$ cat src/rtl/mkg_pkg.sv
`default_nettype none
// ============================================================================
// Module  : mkg_pkg
// Brief   : MKG reversible-gate lane map and word rotation shared by the
//           cascade pipeline.
// Rev     : 1.0
// ============================================================================
package mkg_pkg;

    localparam int LANE_W     = 4;
    localparam int ROTL_MAX_W = 1024;
    localparam int ROTL_IDX_W = 10;

    // 4-in/4-out MKG gate, lane bits {A,B,C,D} -> {P,Q,R,S}
    function automatic logic [LANE_W-1:0] mkg4(input logic [LANE_W-1:0] x);
        logic a;
        logic b;
        logic c;
        logic d;
        logic t;
        a = x[3];
        b = x[2];
        c = x[1];
        d = x[0];
        t = (~a & ~d) ^ ~b;
        return {a, c, t ^ c, (t & c) ^ ((a & b) ^ d)};
    endfunction

    // Circular left rotate of the low w bits of x by r; bits above w stay zero.
    function automatic logic [ROTL_MAX_W-1:0] rotl(
        input logic [ROTL_MAX_W-1:0] x,
        input int                    w,
        input int                    r
    );
        logic [ROTL_MAX_W-1:0] y;
        logic [ROTL_IDX_W-1:0] dst;
        y = '0;
        for (int i = 0; i < w; i++) begin
            dst    = ROTL_IDX_W'((i + r) % w);
            y[dst] = x[ROTL_IDX_W'(i)];
        end
        return y;
    endfunction

endpackage
`default_nettype wire

$ cat src/rtl/mkg_layer.sv
`default_nettype none
// ============================================================================
// Module  : mkg_layer
// Brief   : One combinational cascade layer: WIDTH/4 parallel MKG gates
//           followed by a left rotate so the next layer straddles lanes.
// Rev     : 1.0
// ============================================================================
module mkg_layer
    import mkg_pkg::*;
#(
    parameter int WIDTH = 16,
    parameter int ROT   = 2
) (
    input  logic [WIDTH-1:0] i_data,
    output logic [WIDTH-1:0] o_data
);

    logic [WIDTH-1:0] w_gated;

    for (genvar i = 0; i < WIDTH / LANE_W; i++) begin : g_lane
        assign w_gated[LANE_W*i +: LANE_W] = mkg4(i_data[LANE_W*i +: LANE_W]);
    end

    assign o_data = WIDTH'(rotl(ROTL_MAX_W'(w_gated), WIDTH, ROT));

endmodule
`default_nettype wire

$ cat src/rtl/mkg_cascade_pipe.sv
`default_nettype none
// ============================================================================
// Module  : mkg_cascade_pipe
// Brief   : STAGES-deep registered cascade of MKG gate layers with global
//           valid/ready stall and an output handshake counter.
// Rev     : 1.0
// ============================================================================
module mkg_cascade_pipe
    import mkg_pkg::*;
#(
    parameter int WIDTH  = 16,
    parameter int STAGES = 4,
    parameter int ROT    = 2,
    parameter int CNT_W  = 16
) (
    input  logic             clk,
    input  logic             rst_n,
    input  logic             in_valid,
    output logic             in_ready,
    input  logic [WIDTH-1:0] in_data,
    output logic             out_valid,
    input  logic             out_ready,
    output logic [WIDTH-1:0] out_data,
    output logic [CNT_W-1:0] out_count
);

    if ((WIDTH % LANE_W) != 0 || WIDTH < LANE_W || WIDTH > ROTL_MAX_W ||
        STAGES < 1 || ROT < 0 || ROT >= WIDTH || CNT_W < 1) begin : g_param_check
        $fatal(1, "mkg_cascade_pipe: illegal WIDTH/STAGES/ROT/CNT_W combination");
    end

    logic [STAGES-1:0] r_valid_q;
    logic [STAGES-1:0] w_valid_d;
    logic [WIDTH-1:0]  r_data_q    [STAGES];
    logic [WIDTH-1:0]  w_data_d    [STAGES];
    logic [WIDTH-1:0]  w_layer_out [STAGES];
    logic [CNT_W-1:0]  r_count_q;
    logic [CNT_W-1:0]  w_count_d;
    logic              w_adv;
    logic              w_out_fire;

    for (genvar k = 0; k < STAGES; k++) begin : g_stage
        if (k == 0) begin : g_head
            mkg_layer #(.WIDTH(WIDTH), .ROT(ROT)) u_layer (
                .i_data (in_data),
                .o_data (w_layer_out[k])
            );
        end else begin : g_tail
            mkg_layer #(.WIDTH(WIDTH), .ROT(ROT)) u_layer (
                .i_data (r_data_q[k-1]),
                .o_data (w_layer_out[k])
            );
        end
    end

    // Stall is global: a bubble in flight does not absorb backpressure.
    assign w_adv      = ~r_valid_q[STAGES-1] | out_ready;
    assign w_out_fire = r_valid_q[STAGES-1] & out_ready;

    always_comb begin
        w_valid_d = r_valid_q;
        w_data_d  = r_data_q;
        w_count_d = r_count_q + CNT_W'(w_out_fire);
        if (w_adv) begin
            w_valid_d[0] = in_valid;
            w_data_d[0]  = w_layer_out[0];
            for (int k = 1; k < STAGES; k++) begin
                w_valid_d[k] = r_valid_q[k-1];
                w_data_d[k]  = w_layer_out[k];
            end
        end
    end

    always_ff @(posedge clk or negedge rst_n) begin
        if (!rst_n) begin
            r_valid_q <= '0;
            r_count_q <= '0;
            for (int k = 0; k < STAGES; k++) begin
                r_data_q[k] <= '0;
            end
        end else begin
            r_valid_q <= w_valid_d;
            r_count_q <= w_count_d;
            for (int k = 0; k < STAGES; k++) begin
                r_data_q[k] <= w_data_d[k];
            end
        end
    end

    assign in_ready  = w_adv;
    assign out_valid = r_valid_q[STAGES-1];
    assign out_data  = r_data_q[STAGES-1];
    assign out_count = r_count_q;

endmodule
`default_nettype wire

$ cat config.mk
export PLATFORM = sky130hd
export DESIGN_NAME = mkg_cascade_pipe
export DESIGN_NICKNAME = d
export VERILOG_FILES = /design/src/rtl/mkg_pkg.sv /design/src/rtl/mkg_layer.sv /design/src/rtl/mkg_cascade_pipe.sv
export SDC_FILE = /design/constraint.sdc
export NUM_CORES = 1
export LEC_CHECK = 0
export ABC_AREA = 1
export ABC_CLOCK_PERIOD_IN_PS = 2310
export CAP_MARGIN = 20
export CORE_ASPECT_RATIO = 1.1
export CORE_MARGIN = 4
export CORE_UTILIZATION = 45
export DETAILED_ROUTE_END_ITERATION = 6
export GPL_TIMING_DRIVEN = 0
export PLACE_DENSITY_LB_ADDON = 0.2
export SLEW_MARGIN = 20
export SYNTH_ARGS = -nofsm -noshare
export SYNTH_HDL_FRONTEND = slang
export SYNTH_SLANG_ARGS = --single-unit
export TNS_END_PERCENT = 100
$ cat constraint.sdc
create_clock -name clk -period 2.31 [get_ports clk]
set_input_delay 0.3465 -clock clk [delete_from_list [all_inputs] [get_ports clk]]
set_output_delay 0.3465 -clock clk [all_outputs]
set_load 0.02 [all_outputs]
Yosys cells after proc, flatten, opt, wreduce, memory -nomap -nowiden
Index checks and enable logic that the tools add are counted.
{"block": "totals", "regBits": 84, "input_bits": 20, "output_inout_bits": 34, "elab_cells": 170}
{"block": "op_classes", "add_sub_neg": 1, "bitwise": 163}
{"operator": "$xor 1x1->1", "n": 64}
{"operator": "$and 1x1->1", "n": 49}
{"operator": "$not 1->1", "n": 49}
{"operator": "$add 16x1->16", "n": 1}
{"operator": "$or 1x1->1", "n": 1}

Depth between registers and ports, before layout
Gate-level depths: netlist of the first run.
{"block": "logic_depth", "word_depth": 5, "ltp_mapped": 9, "mapped_depth_nobuf": 9}

Cells and area by module
A second synthesis of the first run with hierarchy kept.
{"block": "hier_totals", "hier_cells": 513, "hier_area_um2": 4813.4}
{"module": "mkg_cascade_pipe", "instances": 1, "cells_each": 257, "area_per_inst_um2": 3472.1, "seq_area_each_um2": 2102.0}
{"module": "mkg_layer", "instances": 4, "cells_each": 64, "area_per_inst_um2": 335.3, "seq_area_each_um2": 0.0}

Worst setup path after synthesis of the first run
Ideal clock, no wire load.
{"block": "synth_path", "path_kind": "register -> register", "from": "register r_valid_q[3]", "to": "register r_count_q[10] (netlist: out_count[10])", "setup_ns": 0.121, "t_arrival_ns": 1.445, "required_ns": 2.189, "setup_slack_ns": 0.744, "path_stages_with_launch": 9, "path_buffers": 0, "period_less_slack_ns": 1.566, "path_cell_list": "dfrtp_1 nand2_1 inv_1 ha_1 ha_1 nand3_1 nor2_4 nand2_1 xor2_1"}
{"block": "synth_between", "elab_chain_cells": 2}
{"item": "start: declaration", "line_no": "mkg_cascade_pipe.sv:32", "text": "logic [STAGES-1:0] r_valid_q;"}
{"item": "start signal: assignment", "line_no": "mkg_cascade_pipe.sv:82", "text": "r_valid_q <= w_valid_d;"}
{"item": "$and 1x1->1", "line_no": "mkg_cascade_pipe.sv:58", "text": "assign w_out_fire = r_valid_q[STAGES-1] & out_ready;"}
{"item": "$add 16x1->16", "line_no": "mkg_cascade_pipe.sv:63", "text": "w_count_d = r_count_q + CNT_W'(w_out_fire);"}
{"item": "net w_count_d[10]", "line_no": "mkg_cascade_pipe.sv:38", "text": "logic [CNT_W-1:0] w_count_d;"}
{"item": "end signal: assignment", "line_no": "mkg_cascade_pipe.sv:83", "text": "r_count_q <= w_count_d;"}
{"item": "end: declaration", "line_no": "mkg_cascade_pipe.sv:37", "text": "logic [CNT_W-1:0] r_count_q;"}
The timed path passes the listed nets, and every way through them passes these cells.
A chain may end at the register's enable or synchronous reset.

Final worst setup path of the first run
{"block": "layout_path", "from": "input out_ready", "to": "output in_ready"}
{"block": "layout_between", "elab_chain_cells": 1}
{"item": "start: declaration", "line_no": "mkg_cascade_pipe.sv:22", "text": "input logic out_ready,"}
{"item": "$or 1x1->1", "line_no": "mkg_cascade_pipe.sv:57", "text": "assign w_adv = ~r_valid_q[STAGES-1] | out_ready;"}
{"item": "end: declaration", "line_no": "mkg_cascade_pipe.sv:19", "text": "output logic in_ready,"}
Every way passes these cells.

==> impl_metrics.csv, run 1 <==
group,metric,value,unit
status,status,"finished clean",
routing,wl_per_cell,11.5,um
power_and_ir_drop,pwr_density_cell,1300,nW/um2
critical_path,crit_family,"buffers and inverters",
floorplanning,ioPinCount,54,
clock_network,clock-sinks,84,
critical_path,worstPathRequired,1.96,ns
timing,final_max_slew_viol_count,0,
layout,drive_above_1_share,5.76,%
logic_synthesis,yosys_warnings,0,
layout,num_antenna_cells,0,
timing,period_share,93.3,%
logic_synthesis,synth_compound_area_share,0.351,%
clock_network,cts_resized,0,
critical_path,end_kind,"output port",
floorplanning,fp.dieW,101,um
critical_path,crit_chain,"clkdlybuf4s50_1 > nor2_4 > inv_2 > clkdlybuf4s50_1",
layout,multiInputGateArea,1980,um2
routing,drtIter0Drc,131,
placement,hpwl,6170,um
logic_synthesis,yosysSeqAreaShare,49.1,%
timing,min_period,2.16,ns
routing,dr.pass1.iters,4,
critical_path,startpoint_type,"input port",
logic_synthesis,synthDistinctLibCells,18,
floorplanning,core_area,9310,um2
placement,portBuffers,53,
grt,use_met1,19.9,%
logic_synthesis,syn_inst,520,
timing,rsz0062_at_grt,"false",
clock_network,insertion_delay,0.35,ns
timing,finalSetupTns,0,ns
grt,grtUsageMet2,28.4,%
timing,hold_viol,0,
logic_synthesis,synth_top_area_cell,"dfrtp_1",
timing,relSlewSlack,68.9,%
logic_synthesis,syn_nets,559,
clock_network,numCtsBuffers,9,
run,cap_violations,0,
logic_synthesis,synth_top_family_by_area,"simple AND/OR/NAND/NOR gates",
clock_network,clockRootBuffer,"clkbuf_8",
layout,register_area,2100,um2
logic_synthesis,synth_adder_area_share,5.56,%
routing,wl,8160,um
clock_network,ctsLongestPathBuffers,2,
grt,grt_pass1_wl,14300,um
timing,skew,0.0123,ns
critical_path,cp_data_arrival_time,1.81,ns
critical_path,path_max_fanout,14,
critical_path,crit_top_cell,"clkdlybuf4s50_1",
critical_path,crit_type,"input port to output port",
layout,fin_nets,624,
power_and_ir_drop,p_leak,2.71,nW
clock_network,cts_tree,"yes",
placement,gp_congestion,0.743,
critical_path,cp.buffers_inverters,3,
logic_synthesis,synth_area_leaders,"dfrtp_1 (49%), nand2_1 (23%), xnor2_1 (7.0%)",
logic_synthesis,synth_xor_area_share,11.7,%
routing,vias,3302,
power_and_ir_drop,peakVddDrop,0.658,mV
clock_network,clkSlewWorstSetupHoldPaths,0.07,ns
routing,ant_nets,0,
grt,grtUsageTotal,16.1,%
grt,antenna_found_initial,0,
logic_synthesis,avgSynthCellArea,8.23,um2
logic_synthesis,synth_mux_area_share,0,%
grt,grt_overflow_total,0,
logic_synthesis,synthSimpleGateAreaFrac,28.8,%
layout,utilization,55.6,%
grt,grt_pass1_vias,3234,
critical_path,crit_path_max_incr_delay,0.65,ns
logic_synthesis,yosysTopAreaCellShare,49.1,%
floorplanning,floorplan.initialDensity,46.0,%
logic_synthesis,ys_seq_elements,84,
routing,drcViolationCount,0,
timing,max_freq,0.464,GHz
hold_path,hold_path.class,"register to register",
routing,routed_via_density,4.67,
critical_path,cpMaxStageDelayCell,"clkdlybuf4s50_1",
layout,nFillCells,904,
layout,area_growth,20.9,%
timing,setup_viol,0,
grt,met3_usage,3.21,%
floorplanning,die_h,110,um
clock_network,h-tree-depth,3,
logic_synthesis,syn_area,4280,um2
grt,grt_start_max_net_pins,52,
floorplanning,rows,37,
floorplanning,dieArea,11100,um2
grt,busiest_layer,"met2",
timing,tightest_slew,0.467,ns
power breakdown:
| part | internal [mW] | leakage [nW] | switching [mW] |
|---|---|---|---|
| Clock | 0.495 | 0.0931 | 0.511 |
| Combinational | 1.44 | 1.60 | 1.61 |
| Sequential | 2.09 | 1.02 | 0.550 |
| Total | 4.03 | 2.71 | 2.67 |
area by class of cell:
| type | count | share of cell area, % |
|---|---|---|
| Buffer | 13 | 1.45 |
| Clock buffer | 11 | 2.54 |
| Clock inverter | 5 | 1.02 |
| Inverter | 30 | 2.18 |
| Multi-Input combinational cell | 392 | 38.4 |
| Sequential cell | 84 | 40.7 |
| Tap cell | 117 | 2.83 |
| Timing Repair Buffer | 55 | 10.9 |
placed cells by master, fill, tap and decap left out, drive strengths merged, types with 4 or more instances in the layout:
master / count
buf: 15
clkbuf: 11
clkdlybuf4s50: 52
dfrtp: 84
ha: 19
inv: 30
nand2: 257
nand3: 22
nand4: 4
nor2: 29
xnor2: 34
xor2: 23
what timing repair did:
| action | 4_1_cts | 5_1_grt |
|---|---|---|
| setup buffers | 0 | 0 |
| hold endpoints to repair | 33 | 0 |
| setup endpoints to repair | 1 | 0 |
| hold buffers | 1 | 0 |
cell usage after synthesis (all sizes together):
library cell	instances
nand2	257
dfrtp	84
xnor2	34
inv	30
nor2	29
xor2	23
nand3	22
ha	19
buf	13
nand4	4
o21ai	3
clkbuf	1
or2	1
final timing paths:
kind	slack, ns	to	cells after the start	startpoint
setup / recovery	0.15	in_ready	4	out_ready
hold / removal	0.48	out_data[5]	2	out_data[5]
setup reg to reg	0.72	out_count[8]	8	r_valid_q[3]
hold reg to reg	0.48	out_data[5]	2	out_data[5]
max in group asynchronous	1.22	r_data_q[23]	3	rst_n
min in group asynchronous	0.49	out_count[7]	2	rst_n
state kept, by name, summed over array words and instances (netlist names):
signal,flops
r_valid_q,4
out_count,16
r_data_q,48
out_data,16
layer usage:
metal	vias to the layer above	part of all wire (%)
li1	1715	-
met1	1522	46
met2	57	48
met3	8	4.6
met4	0	1.1
met5	-	0
logic make-up after synthesis:
group | after synthesis
xor gates and xnor gates | 57
and+or+nand+nor | 313
DFF | 84
AOI/OAI and AO/OA | 3
adders and majority gates | 19
buffers and inverters | 44
per-stage QoR:
| step | std cells | hold slack (ns) | power (mW) | area (um2) | setup slack [ns] |
|---|---|---|---|---|---|
| 2_1_floorplan | 520 | 0.0509 | 4.77 | 4280 | 0.744 |
| 3_3_place_gp | 690 | 0.452 | 5.64 | 4950 | -2.13 |
| 3_5_place_dp | 691 | 0.333 | 5.78 | 4980 | -0.154 |
| 4_1_cts | 707 | 0.484 | 6.80 | 5170 | 0.140 |
| 5_1_grt | 707 | 0.503 | 7.36 | 5170 | 0.0894 |
| 6_report | 707 | 0.477 | 6.70 | 5170 | 0.154 |
worst register-to-register path: stages (launching register included):
cell and delay (ns):
dfrtp_1 0.37, nand2_1 0.06, inv_1 0.09, ha_1 0.17
ha_1 0.18, nand3_1 0.17, nor2_4 0.22, nand2_1 0.10
xor2_1 0.15
Note: power is estimated with default switching activity, not from simulation.
==> run 2, diff against run 1 <==
--- a/config.mk
+++ b/config.mk
@@ -13,7 +13,7 @@
 export CORE_UTILIZATION = 45
 export DETAILED_ROUTE_END_ITERATION = 6
 export GPL_TIMING_DRIVEN = 0
-export PLACE_DENSITY_LB_ADDON = 0.2
+export PLACE_DENSITY = 0.68
 export SLEW_MARGIN = 20
 export SYNTH_ARGS = -nofsm -noshare
 export SYNTH_HDL_FRONTEND = slang
==> run 2 against run 1 <==
Hold slack about the same. Largest power group unchanged. Count of clock-buffer cells in the layout fell by 1. Clock power rose by 13%. Global-route usage grew 0.66 points. Sequential share of layout area is 0.23 points lower. Highest routed layer unchanged. Flip-flop and latch count stayed put. Clock skew fell by 0.00075 ns. Sequential power about the same.
==> impl_metrics.csv, run 2 (synthesized netlist as in run 1, its figures left out) <==
group,metric,value,unit
status,status,"finished clean",
power_and_ir_drop,p_leak,2.72,nW
critical_path,crit_top_cell,"clkdlybuf4s50_1",
grt,grt_overflow_total,0,
timing,hold_viol,0,
floorplanning,core_area,9310,um2
timing,rsz0062_at_grt,"false",
timing,min_period,2.14,ns
clock_network,insertion_delay,0.36,ns
grt,grt_pass1_vias,3285,
critical_path,startpoint_type,"input port",
clock_network,cts_resized,0,
critical_path,cpMaxStageDelayCell,"clkdlybuf4s50_1",
routing,ant_nets,0,
power_and_ir_drop,power_switching,2.70,mW
critical_path,worstPathRequired,1.96,ns
routing,wl,8320,um
clock_network,h-tree-depth,3,
power_and_ir_drop,swShare,39.3,%
timing,tightest_slew,0.471,ns
grt,grtUsageTotal,16.7,%
floorplanning,rows,37,
critical_path,crit_family,"buffers and inverters",
floorplanning,ioPinCount,54,
timing,setup_viol,0,
layout,drive_above_1_share,5.78,%
power_and_ir_drop,p_int,4.16,mW
timing,final_max_slew_viol_count,0,
layout,register_area,2100,um2
clock_network,clockRootBuffer,"clkbuf_8",
routing,dr.pass1.iters,4,
critical_path,crit_cells,4,
placement,gp_congestion,0.795,
clock_network,clkSlewWorstSetupHoldPaths,0.09,ns
layout,fin_nets,624,
critical_path,crit_path_max_incr_delay,0.65,ns
grt,grt_pass1_wl,14800,um
timing,relSlewSlack,68.6,%
hold_path,hold_path.class,"input port to asynchronous set/reset pin",
clock_network,numCtsBuffers,9,
grt,grt_start_max_net_pins,52,
routing,routed_via_density,4.71,
layout,num_antenna_cells,0,
power_and_ir_drop,pwr_density_cell,1320,nW/um2
grt,antenna_found_initial,0,
routing,vias,3320,
placement,portBuffers,53,
timing,skew,0.0116,ns
floorplanning,dieArea,11100,um2
floorplanning,fp.dieW,101,um
clock_network,postCtsSetupBuffers,0,
power_and_ir_drop,p_comb_share,44.9,%
timing,finalSetupTns,0,ns
power_and_ir_drop,peakVddDrop,0.445,mV
layout,top_register,"r_data_q",
layout,utilization,55.9,%
critical_path,crit_chain,"clkdlybuf4s50_1 > nor2_4 > inv_2 > clkdlybuf4s50_1",
power_and_ir_drop,fin_total_pwr,6.86,mW
layout,final_common_cell,"nand2_1",
placement,hpwl,6200,um
floorplanning,die_h,110,um
critical_path,cp.buffers_inverters,3,
critical_path,cp_data_arrival_time,1.79,ns
timing,period_share,92.6,%
placement,place_ws,-0.125,ns
routing,wl_per_cell,11.8,um
critical_path,crit_type,"input port to output port",
run,cap_violations,0,
critical_path,path_max_fanout,14,
layout,nFillCells,882,
timing,max_freq,0.467,GHz
routing,drtIter0Drc,90,
critical_path,r2r_cells,8,
clock_network,ctsLongestPathBuffers,2,
critical_path,end_kind,"output port",
layout,multiInputGateArea,1980,um2
power_and_ir_drop,power_frac_clock,16.7,%
clock_network,clock-sinks,84,
timing,setup_ws,0.171,ns
floorplanning,floorplan.initialDensity,46.0,%
layout,area_growth,21.5,%
power_and_ir_drop,seqPwrFrac,38.5,%
layout,instances_no_fill,705,
layout,final_cell_mix,"nand2_1 (257), dfrtp_1 (84), clkdlybuf4s50_1 (52)",
routing,drcViolationCount,0,
clock_network,cts_tree,"yes",
layout,largest_register_ffs,48,
placement,numPlacedInstances,691,
[run 2: cell count changes in the layout (fill, tap and decap cells not counted)]
cell / previous run / this run
clkinv_2: 3 / 0
clkbuf_8: 9 / 10
clkbuf_1: 2 / 0
clkinvlp_4: 1 / 2
bufinv_16: 1 / 2
[run 2: final cells by class]
cell class / count / share of cell area (%)
clock buffers: 10 / 2.65
clock inverters: 4 / 1.44
flip-flops and latches: 84 / 40.4
multi-input cells: 392 / 38.2
plain buffers: 13 / 1.44
repair buffers: 55 / 10.9
well taps: 117 / 2.82
inverters: 30 / 2.17
[run 2: what timing repair did]
| action | CTS | global route |
|---|---|---|
| endpoints found under the hold margin | 33 | 0 |
| setup endpoints to repair | 1 | 0 |
| hold buffers | 1 | 0 |
[run 2: power by group through the flow]
stage / Sequential (mW) / Combinational [mW] / Clock [mW]
after floorplan: 2.80 / 1.98 / 0
after global placement: 2.64 / 3.00 / 0
after detailed placement: 2.67 / 3.11 / 0
after CTS: 2.64 / 3.14 / 1.17
after global routing: 2.75 / 3.54 / 1.22
final: 2.64 / 3.08 / 1.14
[run 2: stage by stage]
stage | hold slack [ns] | cell area, um2
4_1_cts | 0.481 | 5200
2_1_floorplan | 0.0509 | 4280
5_1_grt | 0.503 | 5200
3_3_place_gp | 0.449 | 4950
6_report | 0.477 | 5200
3_5_place_dp | 0.331 | 4980
[run 2: per-layer routing]
layer  vias up  global-route usage, %  part of all wire [%]
met5         -                      0                     0
met4         0                   6.93                   1.6
met3        10                   2.71                   4.0
met2        55                   28.8                    49
met1      1543                   21.0                    46
li1       1712                      -                     -
[run 2: final timing paths]
check | from | slack [ns] | end
min in group clk | r_valid_q[2] | 0.48 | r_valid_q[3]
max in group asynchronous | rst_n | 1.22 | r_data_q[21]
worst min-delay path | rst_n | 0.48 | out_data[12]
worst max-delay path | out_ready | 0.17 | in_ready
worst max register to register | r_valid_q[3] | 0.71 | out_count[10]
worst min register to register | r_valid_q[2] | 0.48 | r_valid_q[3]
[run 2: worst register-to-register path: cells and delay by family, from the launching register on]
family,cells,cell delay (ns)
simple gates,4,0.54
flops,1,0.38
fa+ha+maj,2,0.36
xor+xnor,1,0.15
buf+inv,1,0.07
==> run 3, diff against run 2 <==
==> constraint.sdc (replaced) <==
create_clock -name clk -period 2.31 [get_ports clk]
set_input_delay 0.462 -clock clk [delete_from_list [all_inputs] [get_ports clk]]
set_output_delay 0.462 -clock clk [all_outputs]
set_load 0.02 [all_outputs]
==> run 3 against run 2 <==
Maximum frequency up 2.5%. Sequential share of layout area up 0.088 points. Clock power about the same. Worst setup slack better by 0.052 ns. Routed wire length down 0.53%. Critical path depth unchanged. Non-clock buffer count down 1. Register-to-register slack about the same. Power down 0.13%. First-iteration DRC count up 5.6%. Sequential power about the same.
==> impl_metrics.csv, run 3 (synthesized netlist as in run 1, its figures left out) <==
group,metric,value,unit
status,status,"finished clean",
layout,instances_no_fill,704,
floorplanning,die_h,110,um
clock_network,numCtsBuffers,9,
routing,wl_per_cell,11.8,um
timing,min_period,2.09,ns
critical_path,path_max_fanout,14,
timing,final_max_slew_viol_count,0,
clock_network,clkSlewWorstSetupHoldPaths,0.09,ns
critical_path,worstPathRequired,1.85,ns
timing,hold_viol,0,
critical_path,startpoint_type,"input port",
layout,drive_above_1_share,5.79,%
critical_path,reg2reg_to,"out_count[10]",
power_and_ir_drop,peakVddDrop,0.445,mV
clock_network,h-tree-depth,3,
timing,period_share,90.3,%
critical_path,r2r_slack,0.71,ns
power_and_ir_drop,p_leak,2.71,nW
timing,setup_ws,0.223,ns
routing,dr.pass1.iters,4,
layout,largest_register_ffs,48,
layout,area_growth,21.3,%
run,cap_violations,0,
routing,drtIter0Drc,95,
floorplanning,core_area,9310,um2
timing,finalSetupTns,0,ns
critical_path,crit_type,"input port to output port",
power_and_ir_drop,pwr_density_cell,1320,nW/um2
grt,grt_start_max_net_pins,52,
grt,grt_overflow_total,0,
clock_network,postCtsSetupBuffers,0,
clock_network,cts_tree,"yes",
grt,grt_pass1_wl,14800,um
routing,vias,3320,
timing,tightest_slew,0.469,ns
clock_network,hold_buffers,0,
timing,skew,0.0114,ns
floorplanning,fp.dieW,101,um
placement,place_ws,-0.356,ns
clock_network,clockRootBuffer,"clkbuf_8",
critical_path,r2r_cells,8,
layout,final_cell_mix,"nand2_1 (257), dfrtp_1 (84), clkdlybuf4s50_1 (51)",
routing,routed_via_density,4.72,
floorplanning,floorplan.initialDensity,46.0,%
power_and_ir_drop,fin_total_pwr,6.85,mW
timing,max_freq,0.479,GHz
layout,num_antenna_cells,0,
routing,wl,8270,um
critical_path,reg2reg_from,"r_valid_q[3]",
timing,rsz0062_at_grt,"false",
grt,antenna_found_initial,0,
hold_path,hold_path.class,"input port to asynchronous set/reset pin",
placement,portBuffers,53,
layout,top_register,"r_data_q",
clock_network,insertion_delay,0.36,ns
grt,grtUsageTotal,16.7,%
placement,gp_congestion,0.795,
clock_network,clock-sinks,84,
layout,fin_nets,623,
timing,relSlewSlack,68.7,%
clock_network,cts_resized,1,
placement,numPlacedInstances,691,
placement,hpwl,6200,um
critical_path,end_kind,"output port",
layout,utilization,55.7,%
critical_path,endpoint,"in_ready",
floorplanning,dieArea,11100,um2
routing,ant_nets,0,
critical_path,startpoint,"out_ready",
clock_network,ctsLongestPathBuffers,2,
timing,setup_viol,0,
routing,drcViolationCount,0,
critical_path,cp_data_arrival_time,1.62,ns
floorplanning,rows,37,
layout,final_common_cell,"nand2_1",
grt,grt_pass1_vias,3282,
floorplanning,ioPinCount,54,
run 3: layer usage:
layer,routed length (um),track usage (%),vias to the layer above,share of wire (%)
li1,-,-,1710,-
met1,3800,20.9,1542,46
met2,3980,28.8,54,48
met3,294,2.71,14,3.6
met4,199,6.93,0,2.4
met5,0,0,-,0
run 3: worst min-delay path by stage:
stage | start | endpoint | cells after the start
floorplan | rst_n | out_count[0] | 0
global placement | r_valid_q[2] | r_valid_q[3] | 1
detailed placement | rst_n | out_data[12] | 1
CTS | rst_n | out_data[12] | 1
global route | rst_n | out_data[12] | 1
finish | rst_n | out_data[12] | 1
run 3: final cells by class:
| cell class | instances | area, um2 |
|---|---|---|
| plain buffers | 13 | 75.1 |
| clock buffers | 10 | 138 |
| clock inverters | 4 | 75.1 |
| fillers | 882 | 4120 |
| inverters | 30 | 113 |
| multi-input cells | 392 | 1980 |
| flip-flops and latches | 84 | 2100 |
| well taps | 117 | 146 |
| repair buffers | 54 | 554 |
run 3: metrics by stage:
stage	cell area, um2	hold WS, ns
2_1_floorplan	4280	0.166
3_3_place_gp	4950	0.449
3_5_place_dp	4980	0.447
4_1_cts	5190	0.0486
5_1_grt	5190	0.0750
6_report	5190	0.0493
run 3: worst max-delay path, cell delays in order:
cell and delay, ns:
clkdlybuf4s50_1 0.53, nor2_4 0.08, inv_2 0.18, dlygate4sd2_1 0.37
run 3: report_power, final:
| part | leakage (nW) | internal, mW | switching [mW] |
|---|---|---|---|
| combinational | 1.59 | 1.44 | 1.63 |
| sequential | 1.02 | 2.09 | 0.548 |
| clock | 0.100 | 0.626 | 0.512 |
| total | 2.71 | 4.16 | 2.69 |
